**src/rtl/mem_writer.sv**
```systemverilog
// mem_writer: receives pixel words from the HPS over a four-phase val/ack
// handshake and writes them in order into NUM_MEMS banks of WORDS_PER_MEM
// M10k words, raising done when the whole frame has been written.
// Optional running checksum of written words: define MEM_WRITER_CHECKSUM_EN.
module mem_writer #(
  parameter int DATA_W        = 20,
  parameter int WORDS_PER_MEM = 480,
  parameter int NUM_MEMS      = 240,
  parameter int ADDR_W        = 10,
  parameter int SEL_W         = 10
) (
  input  logic              clk,
  input  logic              reset,
  input  logic              arm_val,
  input  logic [31:0]       arm_data,
  output logic              fpga_ack,
  output logic [DATA_W-1:0] mem_wr_data,
  output logic [ADDR_W-1:0] addr,
  output logic [SEL_W-1:0]  which_mem,
  output logic              mem_we,
  output logic              done,
  output logic [31:0]       checksum,
  output logic [31:0]       count
);

  typedef enum logic [2:0] {
    S_WAIT  = 3'd0,
    S_WRITE = 3'd1,
    S_HOLD  = 3'd2,
    S_ADV   = 3'd3,
    S_DONE  = 3'd4
  } state_t;

  localparam logic [ADDR_W-1:0] ADDR_LAST = ADDR_W'(WORDS_PER_MEM - 1);
  localparam logic [SEL_W-1:0]  SEL_LAST  = SEL_W'(NUM_MEMS - 1);

  state_t state;
  state_t state_nxt;

  // Bits above DATA_W of the HPS word carry nothing for this memory.
  logic unused_arm_hi;
  assign unused_arm_hi = ^arm_data[31:DATA_W];

  // State register.
  always_ff @(posedge clk) begin
    if (reset) state <= S_WAIT;
    else       state <= state_nxt;
  end

  // Next-state logic for the handshake sequence.
  always_comb begin
    state_nxt = state;
    case (state)
      S_WAIT:  if (arm_val) state_nxt = S_WRITE;
      S_WRITE: state_nxt = S_HOLD;
      S_HOLD:  if (!arm_val) state_nxt = S_ADV;
      S_ADV: begin
        if (addr == ADDR_LAST && which_mem == SEL_LAST) state_nxt = S_DONE;
        else                                            state_nxt = S_WAIT;
      end
      S_DONE:  state_nxt = S_DONE;
      default: state_nxt = S_WAIT;
    endcase
  end

  // Control outputs decoded from the registered state, so they are glitch-free
  // and match the one-cycle write strobe / held acknowledge timing exactly.
  always_comb begin
    mem_we   = 1'b0;
    fpga_ack = 1'b0;
    done     = 1'b0;
    case (state)
      S_WRITE: mem_we   = 1'b1;
      S_HOLD:  fpga_ack = 1'b1;
      S_DONE:  done     = 1'b1;
      default: ;
    endcase
  end

  assign count = 32'(state);

  // Capture write data and walk the bank/word address with explicit wrap.
  always_ff @(posedge clk) begin
    if (reset) begin
      mem_wr_data <= '0;
      addr        <= '0;
      which_mem   <= '0;
    end else begin
      if (state == S_WAIT && arm_val) mem_wr_data <= arm_data[DATA_W-1:0];
      if (state == S_ADV) begin
        if (addr != ADDR_LAST) begin
          addr <= addr + 1'b1;
        end else begin
          addr <= '0;
          if (which_mem == SEL_LAST) which_mem <= '0;
          else                       which_mem <= which_mem + 1'b1;
        end
      end
    end
  end

`ifdef MEM_WRITER_CHECKSUM_EN
  // Running sum of every word actually written; holds once the frame is done.
  always_ff @(posedge clk) begin
    if (reset)                checksum <= '0;
    else if (state == S_WRITE) checksum <= checksum + 32'(mem_wr_data);
  end
`else
  assign checksum = '0;
`endif

endmodule
```
**config.mk**
```make
export PLATFORM = sky130hd
export DESIGN_NAME = mem_writer
export DESIGN_NICKNAME = d
export VERILOG_FILES = /design/src/rtl/mem_writer.sv
export SDC_FILE = /design/constraint.sdc
export NUM_CORES = 1
export LEC_CHECK = 0
export CORE_UTILIZATION = 35
export CTS_CLUSTER_SIZE = 10
export DETAILED_ROUTE_END_ITERATION = 10
export GPL_TIMING_DRIVEN = 0
export HOLD_SLACK_MARGIN = 0.02
export PLACE_DENSITY = 0.82
export SYNTH_ARGS = -nofsm -noshare
export SYNTH_HDL_FRONTEND = slang
export SYNTH_SLANG_ARGS = --single-unit
```
**constraint.sdc**
```tcl
create_clock -name clk -period 2 [get_ports clk]
set_input_delay 0.3 -clock clk [delete_from_list [all_inputs] [get_ports clk]]
set_output_delay 0.3 -clock clk [all_outputs]
set_load 0.02 [all_outputs]
```
==> results.toml <==
[yosys]
synthArstFlopShare = 0
ys_seq_area_frac = 0.3747
synth.distinct_cells = 35
synth.cell_area_mm2 = 0.002297
syn_inst = 281
syn_area_per_cell_um2 = 8.175
synth_seq_cells = 43
synth_edf_count = 0
yosysWarnings = 0
synthFlopType = "dfxtp_1"

[status]
outcome = "completed"

[worst_setup_path]
crit_required_ns = 2.22
crit_path_max_fanout = 8
worstSetupEndpointType = "flop"
ff2ff_setup_slack_ns = 0.15
startpoint = "addr[0]"
setup.worst_path.class = "flop to flop"
r2r-start = "addr[0]"
start_kind = "flop"
arrival_ns = 2.07

[placement]
globalplace.congestion = 0.8223
dp_hpwl_mm = 4.052
place_area_mm2 = 0.003299
io_buffer_count = 68

[die]
num_io_pins = 142
fp-row-count = 29
fp.coreArea_mm2 = 0.006350
chipWidth_um = 83.02
start_util = 0.3618
dieArea_mm2 = 0.006891
die_h_um = 83.02

[global_routing]
busiest_layer = "met2"
antenna_found_initial = 0
grt_pass1_wl_mm = 8.645
grt_use_met3 = 0.03280
grt_pass1_vias = 1902
grt_max_degree = 13
grt_use_total = 0.1500
grtUsageMet2 = 0.2817
use_met1 = 0.1672
grt_remaining_overflow = 0

[sta]
fin_tns_setup_ns = 0
skew_ns = 0.01027
fmax_mhz = 539.4
finalHoldViolations = 0
fin_crit_sh = 0.9269
setup_viol = 0
maxSlewViolCount = 0
finalCriticalPeriod_ns = 1.854
rsz0062_at_grt = "false"

[routing]
drtPass1Iterations = 4
avgViaCountPerCell = 4.339
wirelength_mm = 5.190
postRouteAntennaNets = 0
drt-initial-drc-count = 55
drc = 0
num_vias = 2135
wire_per_inst_um = 10.55

[final_layout]
fillerInstances = 603
fin_nets = 453
syn_to_final_growth_pct = 47.33
drive_gt1_frac = 0.1807
diodes = 0
final_util = 0.5330
final_cell_area_mm2 = 0.003385

[clock_network]
cts_tree = "yes"
insertion_delay_ns = 0.29
clkTransAtPathRegs_ns = 0.08
root_buffer = "clkbuf_8"
postCtsSetupBuffers = 0
clock_sinks = 43
cts_made_buffers = 5
clk_path_buf_depth = 2
htree_levels = 2

[power]
leakage_nw = 1.484
power_w = 0.002010
pwr_density_cell_mw_per_mm2 = 593.8
ir_drop_mv = 0.3146

[run]
drv_cap = 0

[worst_hold_path]
hp-start = "mem_wr_data[13]"
hp-class = "flop to flop"
[path summary, 6_finish.rpt]
path | endpoint | cells past startpoint
max reg2reg | which_mem[9] | 6
max | which_mem[9] | 6
min | mem_wr_data[13] | 2
min reg2reg | mem_wr_data[13] | 2
[layout by cell type (no fill, tap or decap), types with 2 or more instances in the layout]
cell type / n
inv_1: 5
dlymetal6s2s_1: 2
and4_1: 2
a21oi_1: 30
nand4_1: 2
nand4b_1: 2
o21ai_0: 3
o31ai_1: 4
nor2_1: 10
xor2_1: 3
nor4_1: 3
nor3b_1: 3
clkbuf_8: 5
buf_4: 64
dfxtp_1: 43
clkbuf_1: 7
or4_1: 4
conb_1: 61
or3_1: 3
clkdlybuf4s50_1: 65
nand3b_1: 2
a211oi_1: 2
ha_1: 2
nand3_1: 9
xnor2_1: 7
nand2_1: 51
and3_1: 3
nor3_1: 5
[cell families after synthesis]
family / Yosys count / share of synthesized area
compound gates: 41 / 0.09804
xor+xnor: 10 / 0.03813
fa+ha+maj: 2 / 0.01089
buf+inv: 78 / 0.2358
flops: 43 / 0.3747
mux: 1 / 0.004357
other cells: 1 / 0.001632
simple gates: 105 / 0.2364
[final cells by class]
cell class,instances,area [um2],area share
multi-input cells,220,1125,0.3323
flip-flops and latches,43,860.8,0.2543
repair buffers,68,684.4,0.2022
plain buffers,73,523.0,0.1545
well taps,77,96.34,0.02847
clock buffers,5,68.82,0.02033
inverters,5,18.77,0.005545
clock inverters,1,7.507,0.002218
[power by group]
group / switching (W) / internal [W]
Sequential: 0.0000220 / 0.000901
Clock: 0.000284 / 0.000232
Combinational: 0.000315 / 0.000255
Total: 0.000622 / 0.00139
[what timing repair did]
action / in CTS / in global routing
resized for setup: 1 / 3
endpoints found under the setup margin: 1 / 7
hold buffers: 0 / 0
[routing by layer]
layer  vias up  wire length (um)
li1       1095                 -
met1       951              2070
met2        83              2733
met3         6               337
met4         0                48
met5         -                 0
[synth_stat cells (3+ instances only)]
master | count | area, um2
clkbuf_1 | 7 | 26.28
o31ai_1 | 5 | 37.54
dfxtp_1 | 43 | 860.8
nor3b_1 | 3 | 22.52
nor3_1 | 5 | 25.02
nor2_1 | 10 | 37.54
buf_4 | 64 | 480.5
or3_1 | 3 | 18.77
a21oi_1 | 30 | 150.1
nand3_1 | 9 | 45.04
nor4_1 | 3 | 18.77
inv_1 | 5 | 18.77
or4_1 | 4 | 30.03
and3_1 | 3 | 18.77
o21ai_0 | 3 | 15.01
xor2_1 | 3 | 26.28
nand2_1 | 51 | 191.4
xnor2_1 | 7 | 61.31
[state kept, by name, indices dropped and copies added, names as in the netlist]
| signal | flops |
|---|---|
| mem_wr_data | 20 |
| addr | 10 |
| state | 3 |
| which_mem | 10 |
[worst max-delay path: stages (launching register included)]
cell	delay, ns
dfxtp_1	0.39
ha_1	0.20
and4b_1	0.21
buf_4	0.15
nand4_4	0.15
or4_1	0.54
a21oi_1	0.14
[metrics by stage]
step / cells / setup WS, ns / hold slack [ns]
2_1_floorplan: 341 / 0.1814 / 0.4360
3_3_place_gp: 486 / 0.1366 / 0.4414
3_5_place_dp: 486 / 0.03809 / 0.4470
4_1_cts: 492 / 0.02568 / 0.4587
5_1_grt: 492 / 0.03709 / 0.4736
6_report: 492 / 0.1462 / 0.4554
Note: power is estimated with default switching activity, not from simulation.
